`config.mk`:
```
export PLATFORM = sky130hd
export DESIGN_NAME = march_element_sequencer
export DESIGN_NICKNAME = d
export VERILOG_FILES = /design/src/rtl/march_element_sequencer.sv
export SDC_FILE = /design/constraint.sdc
export NUM_CORES = 1
export LEC_CHECK = 0
export CORE_MARGIN = 4
export CORE_UTILIZATION = 30
export CTS_CLUSTER_SIZE = 12
export DETAILED_ROUTE_END_ITERATION = 10
export SKIP_LAST_GASP = 1
export SLEW_MARGIN = 30
export SYNTH_ARGS = -nofsm -noshare
export SYNTH_HDL_FRONTEND = slang
export SYNTH_SLANG_ARGS = --single-unit
```
`constraint.sdc`:
```
create_clock -name clk -period 6.3 [get_ports clk]
set_clock_uncertainty 0.2 [all_clocks]
set_input_delay 0.945 -clock clk [delete_from_list [all_inputs] [get_ports clk]]
set_output_delay 0.945 -clock clk [all_outputs]
set_load 0.03 [all_outputs]
```
`src/rtl/march_element_sequencer.sv`:
```
// rtl/march_element_sequencer.sv - march element sequencer: INIT/OPS/DONE control of the address counter and op slots.
// Optional MSEQ_PAUSE_EN adds pause_in, which freezes the OPS phase in place.
`ifndef ADDR_WIDTH
`define ADDR_WIDTH 8
`endif
`ifndef IR_BFW_ADMD
`define IR_BFW_ADMD 2
`endif
`ifndef ADMD_LIUD
`define ADMD_LIUD 0
`endif
`ifndef ADMD_PRUD
`define ADMD_PRUD 1
`endif
`ifndef ADMD_AC
`define ADMD_AC 2
`endif
`ifndef ADMD_GC
`define ADMD_GC 3
`endif
`ifndef ADDR_UP
`define ADDR_UP 1
`endif

module march_element_sequencer #(
  parameter int tasw = `ADDR_WIDTH,
  parameter int admw = `IR_BFW_ADMD
) (
  input  logic            clk,
  input  logic            rst,
`ifdef MSEQ_PAUSE_EN
  input  logic            pause_in,
`endif
  input  logic            start_in,
  input  logic            abort_in,
  input  logic [admw-1:0] admd_in,
  input  logic            updwn_in,
  input  logic [2:0]      nops_in,
  output logic            s_out,
  output logic            r_out,
  output logic            hold_out,
  output logic            updwn_out,
  output logic [admw-1:0] admd_out,
  output logic            op_valid_out,
  output logic [2:0]      op_idx_out,
  output logic            busy_out,
  output logic            done_out
);

  localparam logic [1:0] ST_IDLE = 2'd0;
  localparam logic [1:0] ST_INIT = 2'd1;
  localparam logic [1:0] ST_OPS  = 2'd2;
  localparam logic [1:0] ST_DONE = 2'd3;

  // The pseudo-random mode walks one address fewer: an LFSR has no all-zero state.
  localparam logic [tasw:0] last_full = {1'b0, {tasw{1'b1}}};
  localparam logic [tasw:0] last_lfsr = last_full - 1'b1;

  logic [1:0]    state, state_nxt;
  logic [2:0]    nops;
  logic [tasw:0] addr_cnt;
  logic          pause;
  logic          op_go;
  logic          last_op;
  logic          final_addr;
  logic          in_init;

`ifdef MSEQ_PAUSE_EN
  assign pause = pause_in;
`else
  assign pause = 1'b0;
`endif

  always_comb begin
    final_addr = (admd_out == admw'(`ADMD_PRUD)) ? (addr_cnt == last_lfsr)
                                                 : (addr_cnt == last_full);
    last_op    = (op_idx_out == nops);
    op_go      = (state == ST_OPS) && !pause && !abort_in;
    in_init    = (state == ST_INIT) && !abort_in;
  end

  always_comb begin
    state_nxt = state;
    case (state)
      ST_IDLE: if (start_in) state_nxt = ST_INIT;
      ST_INIT: state_nxt = ST_OPS;
      ST_OPS:  if (op_go && last_op && final_addr) state_nxt = ST_DONE;
      default: state_nxt = ST_IDLE;
    endcase
    if (abort_in) state_nxt = ST_IDLE;
  end

  // Abort gates the slot outputs in the same cycle so nothing downstream acts on it.
  always_comb begin
    s_out        = in_init && (updwn_out == 1'(`ADDR_UP));
    r_out        = in_init && (updwn_out != 1'(`ADDR_UP));
    op_valid_out = op_go;
    hold_out     = !(in_init || (op_go && last_op && !final_addr));
    done_out     = (state == ST_DONE) && !abort_in;
    busy_out     = (state != ST_IDLE);
  end

  always_ff @(posedge clk) begin
    if (!rst) begin
      state      <= ST_IDLE;
      addr_cnt   <= '0;
      op_idx_out <= 3'd0;
      updwn_out  <= 1'b0;
      admd_out   <= '0;
      nops       <= 3'd0;
    end else begin
      state <= state_nxt;
      if ((state == ST_IDLE) && start_in && !abort_in) begin
        admd_out  <= admd_in;
        updwn_out <= updwn_in;
        nops      <= nops_in;
      end
      if ((state == ST_INIT) || abort_in) begin
        addr_cnt   <= '0;
        op_idx_out <= 3'd0;
      end else if (op_go) begin
        op_idx_out <= last_op ? 3'd0 : op_idx_out + 3'd1;
        if (last_op && !final_addr) addr_cnt <= addr_cnt + 1'b1;
      end
    end
  end

endmodule

```
== After elaboration in Yosys (flattened, before gate mapping) ==
Cells that the tools add are included.

* Eq/ne operators: 9
* Muxes and demuxes: 5
* Add/sub/neg operators: 2
* Reductions and logical operators: 22
* Bitwise operators: 2

{| class="wikitable"
|+ Operators with widths
! cell !! count
|-
| $eq A9 B8 Y1 const B || 2
|-
| $logic_and A1 B1 Y1 || 11
|-
| $add A9 B1 Y9 const B || 1
|-
| $pmux W2 S3 || 1
|-
| $eq A2 B1 Y1 const B || 2
|-
| $eq A2 B2 Y1 const B || 2
|-
| $mux W2 || 2
|-
| $reduce_and A2 Y1 || 2
|-
| $reduce_or A2 Y1 || 2
|-
| $add A3 B1 Y3 const B || 1
|-
| $eq A3 B3 Y1 || 1
|-
| $logic_not A1 Y1 || 3
|-
| $mux W3 || 1
|-
| $logic_not A2 Y1 || 1
|-
| $logic_or A1 B1 Y1 || 2
|-
| $ne A2 B1 Y1 const B || 1
|-
| $ne A2 B2 Y1 const B || 1
|-
| $not A1 Y1 || 2
|-
| $reduce_bool A2 Y1 || 1
|-
| $mux W1 || 1
|}

* Flip-flop bits (word level): 20
* Word-level logic and storage cells: 46
* Input port bits: 10

== Longest topological paths before layout ==
* Depth in word-level cells: 6
* Gate-level depth with buffers: 8
* Mapped depth without buffers: 7

== Worst setup path before layout ==
Ideal clock, no wire load.

* Path type: input -> output
* Start: input port abort_in
* End: output port hold_out
* Setup slack: 2.937 ns
* Stages: 5
* Arrival time: 2.218 ns
* Cell sequence: nor2b_1 > buf_2 > and4_4 > o21ai_4 > a21boi_0

* Longest elaborated chain between the ends: 6

{| class="wikitable"
|+ RTL lines
! element !! line !! source
|-
| start, declared || 35 || <nowiki>input logic abort_in,</nowiki>
|-
| $logic_not A1 Y1 || 78 || <nowiki>op_go = (state == ST_OPS) && !pause && !abort_in;</nowiki>
|-
| $logic_and A1 B1 Y1 || 78 ||
|-
| named net op_valid_out || 44 || <nowiki>output logic op_valid_out,</nowiki>
|-
| $logic_and A1 B1 Y1 (2 in series) || 98 || <nowiki>hold_out = !(in_init || (op_go && last_op && !final_addr));</nowiki>
|-
| $logic_or A1 B1 Y1 || 98 ||
|-
| $logic_not A1 Y1 || 98 ||
|-
| end, declared || 41 || <nowiki>output logic hold_out,</nowiki>
|}

The timed path passes the listed nets, and every way through them passes these cells.

== Final worst setup path ==
* Start: input port abort_in
* End: output port hold_out

* Longest elaborated chain between the ends: 6

{| class="wikitable"
|+ RTL lines
! element !! line
|-
| $logic_not A1 Y1 * || 78, 79
|-
| $logic_and A1 B1 Y1 || 78
|-
| $logic_and A1 B1 Y1 (2 in series) || 98
|-
| $logic_or A1 B1 Y1 * || 98
|-
| $logic_not A1 Y1 * || 98
|}

Mark *: on every way between the ends. The rest lies on a longest branch, timed or not.

==> metrics.yaml <==
status:
  status: "completed"
min_path:
  whs_path_depth: 2
  worstHoldPathType: "reg -> reg"
critical_path:
  slowest_stage: "clkdlybuf4s50_1"
  r2r-start: "state[0]"
  crit_type: "in -> out"
  rrSetupSlack_ns: 3.90
  cp.arrival_ns: 3.06
  path_cells: "clkdlybuf4s50_1 -> nor2b_1 -> and4_4 -> o21ai_4 -> a21boi_0 -> clkdlybuf4s50_1"
  r2r_cells: 7
  startpoint: "abort_in"
  setup.worst_path.end: "hold_out"
  startpoint_type: "primary input"
  crit_required_ns: 5.15
  rr_endpoint: "addr_cnt[8]"
  critPathMaxFanout: 9
  cp_common_cell: "clkdlybuf4s50_1"
  critical_path.max_stage_delay_ns: 0.61
  end_kind: "output port"
cells_and_area:
  final_common_cell: "clkdlybuf4s50_1"
  finalNetCount: 150
  seq_area_um2: 400
  final_area_um2: 1360
  nFillCells: 360
  area_growth_pct: 26.1
  utilization_pct: 39.9
  multiInputGateArea_um2: 652
  layout_common_cells: "clkdlybuf4s50_1 (21), dfxtp_1 (20), nor2b_1 (11)"
  diodes: 0
  drive_above_1_share_pct: 10.6
synth:
  synth_fp_nets: 126
  synth-seq-cells: 20
  ys_warn_count: 0
  synth_area_per_cell_um2: 9.82
  synth_edf_count: 0
  syn-cell-area_um2: 1080
  yosysUniqueCellTypes: 36
  synth_flop_cell: "dfxtp_1"
  synthArstFlopShare_pct: 0
  seq_area_frac_synth_pct: 37.1
  synth_cells: 110
clock_tree:
  cts_buffers: 3
  cts_setup_buffers: 0
  cts_tree: "done"
  post_cts_resize_count: 0
  ctsHoldBuffers: 0
  clk_pin_slew_ns: 0.10
  clock_sinks: 20
  clk-insertion-delay-late_ns: 0.29
  cts-root-buf: "clkbuf_4"
  cts_buffer_depth: 2
  htree_levels: 1
route:
  viasPerCell: 4.65
  antenna_left: 0
  dr.pass1.iters: 4
  wire_per_inst_um: 12.2
  drcViolationCount: 0
  drt-initial-drc-count: 26
  num_vias: 828
  wirelength_um: 2180
power_and_ir_drop:
  clock_power_share_pct: 26.7
  p_leak_nw: 0.526
  switching_share_pct: 24.4
  p_int_mw: 0.166
  p_per_area_nw_per_um2: 162
  seq_power_share_pct: 59.3
  combPwrFrac_pct: 14.0
  switchingPower_mw: 0.0539
  max-vdd-ir-drop_uv: 80.3
timing:
  hold_violations: 0
  slew_viol_final: 0
  setup_viol: 0
  rsz0062_at_grt: "no"
  fmaxAchievable_mhz: 238
  post-route-min-period_ns: 4.20
  tns_ns: 0
  tightest_slew_ns: 0.406
  relSlewSlack_pct: 72.9
  min_period_over_period_pct: 66.7
placed_design:
  io_buffers: 21
  place_area_um2: 1340
  place_congestion: 0.727
  hpwl_um: 1770
grt:
  antenna_found_initial: 0
  grt_usage_pct: 10.9
  grt_pass1_vias: 858
  grt-ovfl-total: 0
  grt_pass1_wl_um: 3840
  grt_max_degree: 11
die:
  coreArea_um2: 3420
  start_util_pct: 31.6
  die_width_um: 68.0
  pin_count: 22
  dieArea_um2: 4620
  rows: 21
  die-height_um: 68.0
flow_run:
  drv_cap: 0
## routing by layer
layer | GRT usage (%) | wire (um) | vias up
li1 | - | - | 430
met1 | 13.8 | 1020 | 383
met2 | 18.5 | 1070 | 11
met3 | 1.81 | 61 | 4
met4 | 3.72 | 28 | 0
met5 | 0 | 0 | -
## cells in the mapped netlist (2+ instances only)
cell	instances	area, um2
dfxtp_1	20	400
nand2_1	6	22.5
or4_1	3	22.5
o21ai_0	2	10.0
nor2b_1	11	68.8
nand2b_1	2	12.5
and3_1	2	12.5
ha_1	6	75.1
a21oi_1	3	15.0
xnor2_1	4	35.0
xor2_1	4	35.0
nand3_1	2	10.0
o211ai_1	2	15.0
mux2i_1	8	80.1
o31ai_1	2	15.0
nor2_1	9	33.8
inv_1	5	18.8
## flip-flops by register name, summed over array words and instances, names as in the netlist
register and count:
addr_cnt 9, nops 3, op_idx_out 3, admd_out 2
state 2, updwn_out 1
## cells by family after synthesis
kind of cell,after synthesis,share of synthesized area [%]
simple gates,43,25.1
compound gates,17,12.9
buf+inv,7,2.55
flops,20,37.1
mux,8,7.42
xor+xnor,9,8.00
fa+ha+maj,6,6.95
## area by class of cell
type	instances	share of cell area [%]
Tap cell	46	4.23
Inverter	5	1.38
Timing Repair Buffer	21	15.4
Clock buffer	3	1.65
Multi-Input combinational cell	83	47.9
Sequential cell	20	29.4
## how the worst min path moves through the flow
stage	endpoint	slack [ns]	start
3_3_place_gp	addr_cnt[8]	0.27	addr_cnt[8]
2_1_floorplan	addr_cnt[8]	0.25	addr_cnt[8]
4_1_cts	addr_cnt[8]	0.31	addr_cnt[8]
5_1_grt	addr_cnt[8]	0.35	addr_cnt[8]
6_report	addr_cnt[8]	0.32	addr_cnt[8]
3_5_place_dp	addr_cnt[8]	0.30	addr_cnt[8]
## power by group through the flow
stage	clock, mW	combinational (mW)	sequential [mW]
after floorplan	0	0.0164	0.135
after global placement	0	0.0309	0.134
after detailed placement	0	0.0313	0.134
after CTS	0.0615	0.0314	0.131
after global routing	0.0672	0.0336	0.131
final	0.0588	0.0308	0.131
## metrics by stage
stage / instances / setup WS, ns / hold WS, ns / total power, mW
after floorplan: 110 / 2.94 / 0.252 / 0.152
after global placement: 175 / 2.18 / 0.275 / 0.165
after detailed placement: 175 / 2.10 / 0.296 / 0.165
after CTS: 178 / 2.09 / 0.314 / 0.224
after global routing: 178 / 1.97 / 0.350 / 0.232
final: 178 / 2.10 / 0.316 / 0.220
## worst max-delay path, delay by kind of cell
kind | cells | cell delay, ns
AOI/OAI and AO/OA | 2 | 0.28
buffers and inverters | 2 | 1.10
and+or+nand+nor | 2 | 0.73
No activity file was read; power rests on OpenSTA's default activity.
